**src/rtl/enemy_arena.sv**
```systemverilog
// Attack-phase arena: border box plus a moving hazard bar, timed by frame ticks (optional ENEMY_ARENA_FLASH_EN border flash).
// Latency: pixel_out/in_sprite_out 1 cycle after hcount_in/vcount_in; busy_out/finished_out registered with the FSM.
// Backpressure: none, free-running pixel stream.
module enemy_arena #(
    parameter int          BOX_X           = 256,
    parameter int          BOX_Y           = 256,
    parameter int          BOX_W           = 128,
    parameter int          BOX_H           = 128,
    parameter int          BORDER          = 16,
    parameter int          BAR_T           = 8,
    parameter int          FRAMES_PER_TURN = 180,
    parameter int          NUM_TURNS       = 4,
    parameter logic [3:0]  ATTACK_STATE    = 4'b1000,
    parameter int          TICK_H          = 0,
    parameter int          TICK_V          = 768,
    parameter logic [11:0] BORDER_COLOR    = 12'hFFF,
    parameter logic [11:0] BAR_COLOR       = 12'hF00
) (
    input  logic        clk,
    input  logic        rst,
    input  logic [10:0] hcount_in,
    input  logic [9:0]  vcount_in,
    input  logic [3:0]  state_in,
    input  logic [3:0]  turn_in,
    input  logic [1:0]  rotate_in,
    output logic        busy_out,
    output logic        finished_out,
    output logic [11:0] pixel_out,
    output logic        in_sprite_out
);

    typedef logic [11:0] coord_t;
    typedef enum logic [1:0] {IDLE, ACTIVE, DONE, HOLD} state_t;

    localparam coord_t OUT_X0  = coord_t'(BOX_X);
    localparam coord_t OUT_X1  = coord_t'(BOX_X + BOX_W);
    localparam coord_t OUT_Y0  = coord_t'(BOX_Y);
    localparam coord_t OUT_Y1  = coord_t'(BOX_Y + BOX_H);
    localparam coord_t IN_X0   = coord_t'(BOX_X + BORDER);
    localparam coord_t IN_X1   = coord_t'(BOX_X + BOX_W - BORDER);
    localparam coord_t IN_Y0   = coord_t'(BOX_Y + BORDER);
    localparam coord_t IN_Y1   = coord_t'(BOX_Y + BOX_H - BORDER);
    localparam coord_t BAR_W   = coord_t'(BAR_T);
    localparam coord_t LIMIT_H = coord_t'(BOX_H - 2*BORDER - BAR_T);
    localparam coord_t LIMIT_V = coord_t'(BOX_W - 2*BORDER - BAR_T);

    state_t      state;
    logic [9:0]  frame_cnt;
    coord_t      offset;
    logic [3:0]  pattern;
    logic [1:0]  orient;

    logic        tick;
    logic        attack;
    coord_t      speed;
    coord_t      limit;
    coord_t      sum;
    coord_t      offset_nxt;

    assign tick   = (hcount_in == 11'(TICK_H)) && (vcount_in == 10'(TICK_V));
    assign attack = (state_in == ATTACK_STATE);

    // Limit follows the orientation being latched on this tick so the offset stays in range for what is drawn.
    always_comb begin
        speed      = coord_t'(pattern) + 12'd1;
        limit      = rotate_in[0] ? LIMIT_V : LIMIT_H;
        sum        = offset + speed;
        offset_nxt = sum;
        if (sum >= limit) begin
            offset_nxt = sum - limit;
            if (offset_nxt >= limit)
                offset_nxt = '0;
        end
    end

    always_ff @(posedge clk) begin
        if (rst) begin
            state        <= IDLE;
            busy_out     <= 1'b0;
            finished_out <= 1'b0;
            frame_cnt    <= '0;
            offset       <= '0;
            pattern      <= '0;
            orient       <= '0;
        end else begin
            unique case (state)
                IDLE: begin
                    finished_out <= 1'b0;
                    if (attack) begin
                        state     <= ACTIVE;
                        busy_out  <= 1'b1;
                        pattern   <= 4'(int'(turn_in) % NUM_TURNS);
                        frame_cnt <= 10'(FRAMES_PER_TURN);
                        offset    <= '0;
                    end
                end
                ACTIVE: begin
                    if (!attack) begin
                        state    <= IDLE;
                        busy_out <= 1'b0;
                    end else if (tick) begin
                        frame_cnt <= frame_cnt - 10'd1;
                        offset    <= offset_nxt;
                        orient    <= rotate_in;
                        if (frame_cnt <= 10'd1) begin
                            state        <= DONE;
                            busy_out     <= 1'b0;
                            finished_out <= 1'b1;
                        end
                    end
                end
                DONE: begin
                    state        <= HOLD;
                    finished_out <= 1'b0;
                end
                HOLD: begin
                    if (!attack)
                        state <= IDLE;
                end
                default: begin
                    state        <= IDLE;
                    busy_out     <= 1'b0;
                    finished_out <= 1'b0;
                end
            endcase
        end
    end

    coord_t      px;
    coord_t      py;
    logic        in_outer;
    logic        in_inner;
    logic        bar_hit;
    logic        show;
    logic [11:0] border_col;
    logic [11:0] pix_nxt;
    logic        spr_nxt;

    always_comb begin
        px       = {1'b0, hcount_in};
        py       = {2'b0, vcount_in};
        in_outer = (px >= OUT_X0) && (px < OUT_X1) && (py >= OUT_Y0) && (py < OUT_Y1);
        in_inner = (px >= IN_X0) && (px < IN_X1) && (py >= IN_Y0) && (py < IN_Y1);
        bar_hit  = 1'b0;
        case (orient)
            2'd0:    bar_hit = (py >= IN_Y0 + offset) && (py < IN_Y0 + offset + BAR_W);
            2'd1:    bar_hit = (px >= IN_X0 + offset) && (px < IN_X0 + offset + BAR_W);
            2'd2:    bar_hit = (py >= IN_Y1 - BAR_W - offset) && (py < IN_Y1 - offset);
            default: bar_hit = (px >= IN_X1 - BAR_W - offset) && (px < IN_X1 - offset);
        endcase
        bar_hit = bar_hit && in_inner;
        show    = (state == ACTIVE) || (state == HOLD);

`ifdef ENEMY_ARENA_FLASH_EN
        // Blink during the last 32 frames; the border still counts as sprite while dark.
        if ((state == ACTIVE) && (frame_cnt <= 10'd32) && frame_cnt[2])
            border_col = 12'h000;
        else
            border_col = BORDER_COLOR;
`else
        border_col = BORDER_COLOR;
`endif

        pix_nxt = 12'h000;
        spr_nxt = 1'b0;
        if (show && in_outer && !in_inner) begin
            pix_nxt = border_col;
            spr_nxt = 1'b1;
        end else if (show && bar_hit) begin
            pix_nxt = BAR_COLOR;
            spr_nxt = 1'b1;
        end
    end

    always_ff @(posedge clk) begin
        if (rst) begin
            pixel_out     <= 12'h000;
            in_sprite_out <= 1'b0;
        end else begin
            pixel_out     <= pix_nxt;
            in_sprite_out <= spr_nxt;
        end
    end

endmodule
```
**config.mk**
```make
export PLATFORM = sky130hd
export DESIGN_NAME = enemy_arena
export DESIGN_NICKNAME = d
export VERILOG_FILES = /design/src/rtl/enemy_arena.sv
export SDC_FILE = /design/constraint.sdc
export NUM_CORES = 1
export LEC_CHECK = 0
export ABC_AREA = 1
export CAP_MARGIN = 10
export CELL_PAD_IN_SITES_DETAIL_PLACEMENT = 1
export CELL_PAD_IN_SITES_GLOBAL_PLACEMENT = 1
export CORE_MARGIN = 1.5
export CORE_UTILIZATION = 46
export CTS_BUF_LIST = sky130_fd_sc_hd__clkbuf_8
export CTS_CLUSTER_DIAMETER = 80
export CTS_CLUSTER_SIZE = 25
export DETAILED_ROUTE_END_ITERATION = 7
export PLACE_DENSITY = 0.95
export SKIP_CTS_REPAIR_TIMING = 1
export SLEW_MARGIN = 40
export SYNTH_ARGS = -nofsm -noshare
export SYNTH_HDL_FRONTEND = slang
export SYNTH_SLANG_ARGS = --single-unit
```
**constraint.sdc**
```tcl
create_clock -name clk -period 5.15 [get_ports clk]
set_input_delay 1.545 -clock clk [delete_from_list [all_inputs] [get_ports clk]]
set_output_delay 1.545 -clock clk [all_outputs]
set_load 0.05 [all_outputs]
```
==> metrics <==
outcome=completed; Avg Vias per Cell=around 5.5; largest net degree at the start of global routing=24; io pins=48; chip width=104.0 µm; P_int=458.7 µW; Post-Syn Instances=roughly 730; asr flop ratio synth=0; global-route wire length before repair=around 25 mm; HP Start=finished_out; Clk pwr share=0.383; Setup Viol. Count Final=0; CTS sink count=32; hold slack final=around 460 ps; CP most frequent cell=nand2_1; Initial Utilization=0.4780; placed cells=approximately 880; Crit path required time=between 5000 and 6000 ps; post-route ant nets=0; setup TNS=0 ps; yosys warns=0; CTS tree=yes; PortBufs=45; P_leak=0.002591 µW; RD Place Congestion=~0.83; routed wire length=~15 mm; CTS Root Cell=clkbuf_8; Post-synth EDFFs=0; FP Rows=36; CP startpoint=hcount_in[8]; Worst VDD drop=0.08467 mV; Main synth FF type=dfxtp_1; arrival time at the worst endpoint=between 4000 and 5000 ps; Comb power frac=0.234; DP HPWL=~12 mm; count of final max-slew check failures=0; R2R Setup Slk=approximately 1700 ps; highest-delay cell along the critical path=clkdlybuf4s50_1; synthesized cell area=~4700 µm²; worst r2r path cells=18; FF+latch count, synth=32; GRT Resource Usage Total=0.2883; Iteration-0 DRC Markers=194; worst clock skew=between 5 and 6 ps; hold path endpoint=finished_out; Worst-Margin Slew=~580 ps; min-delay worst type=flip-flop to flip-flop; Reg-to-Reg End=in_sprite_out; Syn-to-layout area delta=12.50%; CP Capture Type=flip-flop; CTS max path bufs=2; Tmin final=about 4200 ps; r2r startpoint=offset[4]; DRC=0; mean routed wirelength per cell=17.09 µm; fraction of layout instances using a drive strength above 1=0.08839; ANT cells=0; First-pass DRT Iterations=4; Hold Path Depth=2; headroom to the max-slew limit=0.6081; CP startpoint kind=input pin; Final Hold Fails=0; Cell Chain, Critical Path=clkdlybuf4s50_1, inv_1, nand2_1, nor4_1, nand3_1, nand2_1, nand2_2, inv_2, nand3_2, nor2_2, nand2_1, xor2_1, nor2_1; Die Height=~100 µm; number of max-cap violations=0; Yosys cell types=46; Crit Path Max Fanout=13; Worst-path clk slew=80 ps; synthesized area per cell=roughly 6.5 µm²; Final period util=0.8102; Reg power frac=0.384; H-tree depth=2; TritonCTS Buffers=5; Setup CP Type=input pin to flip-flop; worst skew pair latency=roughly 300 ps; antenna violations before repair=0; core area=9819 µm²; vias=4866; switch share=0.3085; Max Freq=between 200 and 250 MHz; FILL cells=between 1000 and 1500; syn nets=about 840; Finished Core Util=0.5377; RSZ-0062 raised after global routing=false; die area=about 11000 µm²; Seq/Total Area, Yosys=0.1365; total grt overflow=0; number of global-route vias before repair=between 5000 and 6000; Net Switching=204.7 µW; Layout Cells excl Fill=between 800 and 900; PwrDens=~130 nW/µm²; Worst path max stage delay=around 530 ps; Nets=roughly 870
[cells by family after synthesis]
| kind of cell | after synthesis | share of synthesized area |
|---|---|---|
| and+or+nand+nor | 377 | 0.3783 |
| adders and majority gates | 81 | 0.2175 |
| xor gates and xnor gates | 23 | 0.04292 |
| buffers and inverters | 124 | 0.1128 |
| AOI/OAI and AO/OA | 88 | 0.1120 |
| DFF | 32 | 0.1365 |
[placed cells by master, fill, tap and decap left out, types with 5 or more instances in the layout]
cell / instances
nand3_1: 50
inv_2: 6
o21ai_1: 5
o21ai_0: 19
a21oi_1: 38
ha_1: 80
inv_1: 95
nand2_4: 9
a21oi_2: 6
xor2_1: 19
dfxtp_1: 32
nand4_1: 11
nor4_1: 5
nor3_1: 12
nand2_2: 14
nor2_1: 57
nand2_1: 196
nor2_2: 6
clkdlybuf4s50_1: 44
clkbuf_8: 5
[power by group through the flow]
stage	Clock (µW)	Combinational, µW	Sequential, µW
after floorplan	0	85.7	261
after global placement	0	141	260
after detailed placement	0	154	260
after CTS	258	155	254
after global routing	265	175	255
final	254	155	254
[worst max-delay path by stage]
stage | endpoint | slack (ps) | depth (start not counted)
6_report | frame_cnt[8] | 980 | 13
4_1_cts | frame_cnt[8] | 1020 | 13
2_1_floorplan | frame_cnt[8] | 2280 | 12
3_5_place_dp | frame_cnt[8] | 720 | 13
5_1_grt | frame_cnt[8] | 870 | 13
3_3_place_gp | frame_cnt[8] | 870 | 13
[state kept, by name (all words and copies together), names as in the netlist, named ones only]
signal / flops
busy_out: 1
pixel_out: 1
pattern: 2
offset: 12
state: 1
frame_cnt: 10
finished_out: 1
orient: 2
in_sprite_out: 1
[per-layer routing]
layer | global-route usage | share of wire | up-vias
met1 | 0.3217 | 0.43 | 2331
met2 | 0.5435 | 0.51 | 91
li1 | - | - | 2407
met4 | 0.1310 | 0.037 | 0
met3 | 0.03258 | 0.024 | 37
met5 | 0 | 0 | -
[cell type report]
cell class / instances / area (µm²) / share of cell area
Timing Repair Buffer: 45 / 445.4 / 0.08436
Clock buffer: 5 / 68.82 / 0.01303
Multi-Input combinational cell: 569 / 3523 / 0.6673
Sequential cell: 32 / 640.6 / 0.1213
Tap cell: 133 / 166.4 / 0.03152
Inverter: 104 / 392.9 / 0.07441
Clock inverter: 3 / 42.54 / 0.008057
[metrics by stage]
stage / setup WS (ps) / instance area, µm² / total power [µW]
2_1_floorplan: 2275 / 4693 / 346.6
3_3_place_gp: 872.8 / 5174 / 401.3
3_5_place_dp: 721.7 / 5169 / 414.0
4_1_cts: 1020 / 5280 / 666.8
5_1_grt: 868.8 / 5280 / 694.9
6_report: 977.4 / 5280 / 663.4
[critical path: cells and delay by family]
| kind | cells | cell delay, ps |
|---|---|---|
| buf+inv | 3 | 930 |
| xor+xnor | 1 | 160 |
| simple gates | 9 | 1730 |
[Yosys cell counts, types with 3 or more instances]
cell	number	area, µm²
a211oi_1	4	30.03
a21oi_1	38	190.2
a21oi_2	6	52.55
buf_2	4	20.02
buf_4	11	82.58
clkbuf_1	3	11.26
dfxtp_1	32	640.6
ha_1	80	1001
inv_1	95	356.6
inv_2	6	22.52
nand2_1	196	735.7
nand2_2	14	87.58
nand2_4	9	101.4
nand3_1	50	250.2
nand3_2	4	40.04
nand4_1	11	68.82
nor2_1	57	214.0
nor2_2	6	37.54
nor2_4	4	45.04
nor3_1	12	60.06
nor4_1	5	31.28
o21a_1	3	22.52
o21ai_0	19	95.09
o21ai_1	5	25.02
xnor2_1	4	35.03
xor2_1	19	166.4
(Power assumes the default switching activity.)
